===== src/rtl/rf_pkg.sv =====
// rf_pkg: shared types and helpers for the multi-port register file.
package rf_pkg;
  typedef enum logic {RF_IDLE, RF_CLEAR} rf_clr_state_e;
  localparam int RF_ZERO_ADDR = 0;
  function automatic int rf_aw(input int nregs);
    return $clog2(nregs);
  endfunction
endpackage


===== src/rtl/rf_clear_fsm.sv =====
// rf_clear_fsm: sequential clear engine; walks entries 1..NREGS-1 writing zero on reset or clr_req.
module rf_clear_fsm
  import rf_pkg::*;
#(
  parameter int NREGS = 32,
  parameter int AW    = rf_aw(NREGS)
) (
  input  logic          clk,
  input  logic          rst,
  input  logic          clr_req,
  output logic          busy,
  output logic          clr_we,
  output logic [AW-1:0] clr_addr
);
  rf_clr_state_e state_q, state_d;
  logic [AW-1:0] ptr_q, ptr_d;
  always_comb begin
    state_d = state_q;
    ptr_d   = ptr_q;
    if (state_q == RF_IDLE) begin
      state_d = clr_req ? RF_CLEAR : RF_IDLE;
      ptr_d   = clr_req ? AW'(1) : ptr_q;
    end else begin
      ptr_d   = ptr_q + AW'(1);
      state_d = (ptr_q == AW'(NREGS - 1)) ? RF_IDLE : RF_CLEAR;
    end
  end
  always_ff @(posedge clk) begin
    if (!rst) begin
      state_q <= RF_CLEAR;
      ptr_q   <= AW'(1);
    end else begin
      state_q <= state_d;
      ptr_q   <= ptr_d;
    end
  end
  assign busy     = (state_q == RF_CLEAR);
  assign clr_we   = busy;
  assign clr_addr = ptr_q;
endmodule


===== src/rtl/regfile_mp.sv =====
// regfile_mp: parametrised multi-port register file with hardwired x0 and a sequential clear engine.
// Define REGFILE_MP_BYPASS_EN to forward same-cycle committing writes to the read ports.
module regfile_mp
  import rf_pkg::*;
#(
  parameter int XLEN  = 32,
  parameter int NREGS = 32,
  parameter int NRP   = 2,
  parameter int NWP   = 2,
  parameter int AW    = rf_aw(NREGS)
) (
  input  logic                clk,
  input  logic                rst,
  input  logic [NWP-1:0]      we,
  input  logic [NWP*AW-1:0]   waddr,
  input  logic [NWP*XLEN-1:0] wdata,
  input  logic [NRP*AW-1:0]   raddr,
  output logic [NRP*XLEN-1:0] rdata,
  input  logic                clr_req,
  output logic                busy
);
  logic            clr_we;
  logic [AW-1:0]   clr_addr;
  logic [AW-1:0]   wa [NWP];
  logic [XLEN-1:0] wd [NWP];
  logic [NWP-1:0]  wr_en;
  logic [XLEN-1:0] mem_q [1:NREGS-1];
  logic [XLEN-1:0] mem_d [1:NREGS-1];

  rf_clear_fsm #(.NREGS(NREGS), .AW(AW)) u_clr (
    .clk      (clk),
    .rst      (rst),
    .clr_req  (clr_req),
    .busy     (busy),
    .clr_we   (clr_we),
    .clr_addr (clr_addr)
  );

  for (genvar w = 0; w < NWP; w++) begin : g_wp
    assign wa[w]    = waddr[w*AW +: AW];
    assign wd[w]    = wdata[w*XLEN +: XLEN];
    assign wr_en[w] = we[w] & ~busy & rst & (wa[w] != AW'(RF_ZERO_ADDR));
  end

  // Later ports overwrite earlier ones, giving the higher index priority.
  always_comb begin
    mem_d = mem_q;
    for (int i = 0; i < NWP; i++)
      if (wr_en[i]) mem_d[wa[i]] = wd[i];
    if (clr_we) mem_d[clr_addr] = '0;
  end

  always_ff @(posedge clk) mem_q <= mem_d;

  for (genvar r = 0; r < NRP; r++) begin : g_rp
    logic [AW-1:0]   ra;
    logic [XLEN-1:0] rv;
    always_comb begin
      ra = raddr[r*AW +: AW];
      rv = (ra == AW'(RF_ZERO_ADDR)) ? '0 : mem_q[ra];
`ifdef REGFILE_MP_BYPASS_EN
      for (int i = 0; i < NWP; i++)
        if (wr_en[i] && wa[i] == ra) rv = wd[i];
`endif
    end
    assign rdata[r*XLEN +: XLEN] = busy ? '0 : rv;
  end
endmodule

===== config.mk =====
export PLATFORM = sky130hd
export DESIGN_NAME = regfile_mp
export DESIGN_NICKNAME = d
export VERILOG_FILES = /design/src/rtl/rf_pkg.sv /design/src/rtl/rf_clear_fsm.sv /design/src/rtl/regfile_mp.sv
export SDC_FILE = /design/constraint.sdc
export NUM_CORES = 2
export LEC_CHECK = 0
export CAP_MARGIN = 20
export CELL_PAD_IN_SITES_DETAIL_PLACEMENT = 1
export CELL_PAD_IN_SITES_GLOBAL_PLACEMENT = 1
export CORE_ASPECT_RATIO = 2
export CORE_UTILIZATION = 35
export CTS_BUF_LIST = sky130_fd_sc_hd__clkbuf_8
export DETAILED_ROUTE_END_ITERATION = 10
export GPL_TIMING_DRIVEN = 0
export HOLD_SLACK_MARGIN = 0.06
export PLACE_DENSITY = 0.65
export SETUP_SLACK_MARGIN = 0.4
export SYNTH_ARGS = -nofsm -noshare
export SYNTH_HDL_FRONTEND = slang
export SYNTH_SLANG_ARGS = --single-unit

===== constraint.sdc =====
create_clock -name clk -period 5.4 [get_ports clk]
set_clock_uncertainty 0.05 [all_clocks]
set_input_delay 1.35 -clock clk [delete_from_list [all_inputs] [get_ports clk]]
set_output_delay 1.35 -clock clk [all_outputs]
set_load 0.005 [all_outputs]

==> flow_summary.ini <==
[run_status]
status = finished clean

[sta]
finalSetupViolCount = 0
fin_crit_sh_pct = 97.19
finalMaxSlewViolations = 0
fmax_mhz = 190.5
rsz0062_at_grt = yes
worst_slack_ns = 0.1516
period_minus_slack_ns = 5.248
slew_headroom_pct = 11.31
hold_viol_final = 0
setup_tns_ns = 0
worst_slew_pin_slew_ns = 1.323

[critical_path]
critPathKind = in -> out
cp_max_fo = 10
arrival_ns = 3.85
cp-end-kind = primary output
reg2reg_depth = 7
cp.required_ns = 4.00
start_kind = input pin

[clock_tree]
clock_path_buffers = 4
htree_levels = 4
cts.sinks = 998
insertion_delay_ns = 0.96
tritoncts = yes
clk_pin_slew_ns = 0.06
cts_root_buf = clkbuf_8
cts_made_buffers = 174

[logic_synthesis]
yosysMostFrequentCell = mux2i_1
synthTopCellsByCount = 1,291 x mux2i_1, 1,091 x nor2_1, 1,047 x a211oi_1
yosysTopAreaCellShare_pct = 32.50
ys_seq_elements = 998
ys_top_cells_by_area = dfxtp_1 32%, mux2i_1 21%, a211oi_1 13%
yosysTopAreaCell = dfxtp_1
ys.warnings.count = 0
synth_cell_types = 58
synthArstFlopShare_pct = 0
synthCells = 6464
syn_area_mm2 = 0.06148
postSynthNetCount = 6558
syn_avg_cell_area_um2 = 9.511
seq_area_frac_synth_pct = 32.50
synth-edff-count = 0
synthFlopType = dfxtp_1

[run]
cap_violations = 0

[die]
io_pins = 154
dieArea_mm2 = 0.1774
initial_core_util_pct = 35.22
fp.dieW_um = 298.4
core_area_mm2 = 0.1746
die_y_um = 594.7
row_count = 217

[place]
pre_cts_ws_ns = -2.071
dpl.cell_count = 8964
hpwlAfterDp_mm = 338.7
gp_congestion = 1.102
port_buffers = 144

[drt]
drc_errors = 0
via_per_inst = 6.555
drt_iter0_markers = 5156
vias = 61780
dr.pass1.iters = 6
drt_wl_total_mm = 418.6
ant_nets = 0
wl_per_cell_um = 44.42

[finish]
area_growth_pct = 22.27
finalNonFillerCells = 9424
nNetsFinal = 7078
drive_gt1_share_pct = 19.02

[global_routing]
grt_pass1_wl_mm = 554.9
track_usage_pct = 45.92
antenna_found_initial = 35
grt_max_degree = 13
overflow = 0
first_global_vias = 64740

[pwr]
cellLeakagePower_nw = 30.69
ir_drop_v = 0.0002132
power-per-cell-area_mw_per_mm2 = 239.4

[min_path]
hold_depth = 2
hold_class = reg -> reg
report_power, final:
| part | leakage (nW) | switching (W) | total, W | internal [W] |
|---|---|---|---|---|
| sequential | 8.06 | 0.000168 | 0.00768 | 0.00751 |
| clock | 1.91 | 0.00375 | 0.00750 | 0.00375 |
| combinational | 20.7 | 0.00187 | 0.00282 | 0.000948 |
per-layer routing:
| metal | part of all wire (%) | up-vias | track usage, % |
|---|---|---|---|
| met3 | 6.3 | 1577 | 9.148 |
| li1 | - | 25510 | - |
| met4 | 14 | 4 | 53.72 |
| met5 | 0.0060 | - | 0.02737 |
| met1 | 33 | 31380 | 45.66 |
| met2 | 47 | 3306 | 74.84 |
cell usage in the layout (no fill, tap or decap), types with 14 or more instances in the layout:
cell             synthesis  final
nor4_2                   0     14
buf_2                  176     93
diode_2                  0     36
dlygate4sd2_1            0     17
nor2_1                1091   1088
clkbuf_2                 0     36
a22oi_1                 88     51
nand2_1                 34     28
o32a_1                  26     25
nor4_1                  66     25
mux2i_1               1291   1281
and3_1                  36     36
a22o_1                  36     36
nor4_4                   0     27
o31a_1                  36     36
buf_6                   10     53
a21oi_1                 57     49
clkbuf_8                 0    246
o22ai_1                 26     19
mux2_2                 118    118
o22a_1                  36     36
inv_1                   17     66
buf_12                   0     61
clkdlybuf4s50_1          0     85
clkbuf_1               602    497
nand3_1                 46     46
a211oi_1              1047   1046
mux4_2                 262    262
a32oi_1                 36     30
nor2b_1                 91     86
a22oi_2                  0     37
buf_16                   0     33
buf_8                    0     62
buf_4                   33    135
o211ai_1                36     36
dlymetal6s2s_1           0     26
dfxtp_1                998    997
clkbuf_4                 0     26
worst paths after layout:
kind | start | to | slack, ns
max reg2reg | u_clr.busy | mem_q[494] | 1.67
min reg2reg | mem_q[663] | mem_q[663] | 0.52
min | mem_q[663] | mem_q[663] | 0.52
max | raddr[5] | rdata[42] | 0.15
stage by stage:
stage               total power, W  cell area (µm²)  util [%]  hold slack (ns)
finish                     0.01800            75170     43.06           0.5207
global route               0.01823            75090     43.01           0.5403
CTS                        0.01776            73890     42.33           0.5177
detailed placement         0.01007            66630     38.17           0.5021
global placement          0.009991            65800     37.69           0.4968
floorplan                 0.008826            61480         -           0.4783
logic make-up after synthesis:
group,Yosys count,synth area share [%]
muxes,1671,32.78
AOI/OAI and AO/OA,1493,18.44
and+or+nand+nor,1446,10.29
DFF,998,32.50
buffers and inverters,850,5.871
adders and majority gates,5,0.1018
xor gates and xnor gates,1,0.01425
timing repair:
action,4_1_cts,5_1_grt
setup buffers,65,58
endpoints found under the setup margin,64,53
gates cloned,10,1
hold buffers,0,0
pin swaps,65,63
gates resized for setup,830,132
worst max-delay path: stages:
cell and delay, ns:
buf_16 0.12, bufbuf_16 0.30, buf_12 0.22, clkbuf_2 0.22
buf_12 0.21, a221oi_2 0.13, nor4_4 0.37, o32a_1 0.34
clkdlybuf4s50_1 0.54
area by class of cell:
class,instances,area (µm²)
Tap cell,2299,2877
Antenna cell,36,90.09
Fill cell,19550,99410
Sequential cell,998,19980
Clock buffer,209,2877
Multi-Input combinational cell,4616,39260
Buffer,832,5565
Clock inverter,72,462.9
Timing Repair Buffer,345,3989
Inverter,17,67.56
sequential cells by signal, indices dropped and copies added, names as in the netlist:
name,cells
u_clr.busy,1
u_clr.clr_addr,5
mem_q,992
(Power assumes the default switching activity.)
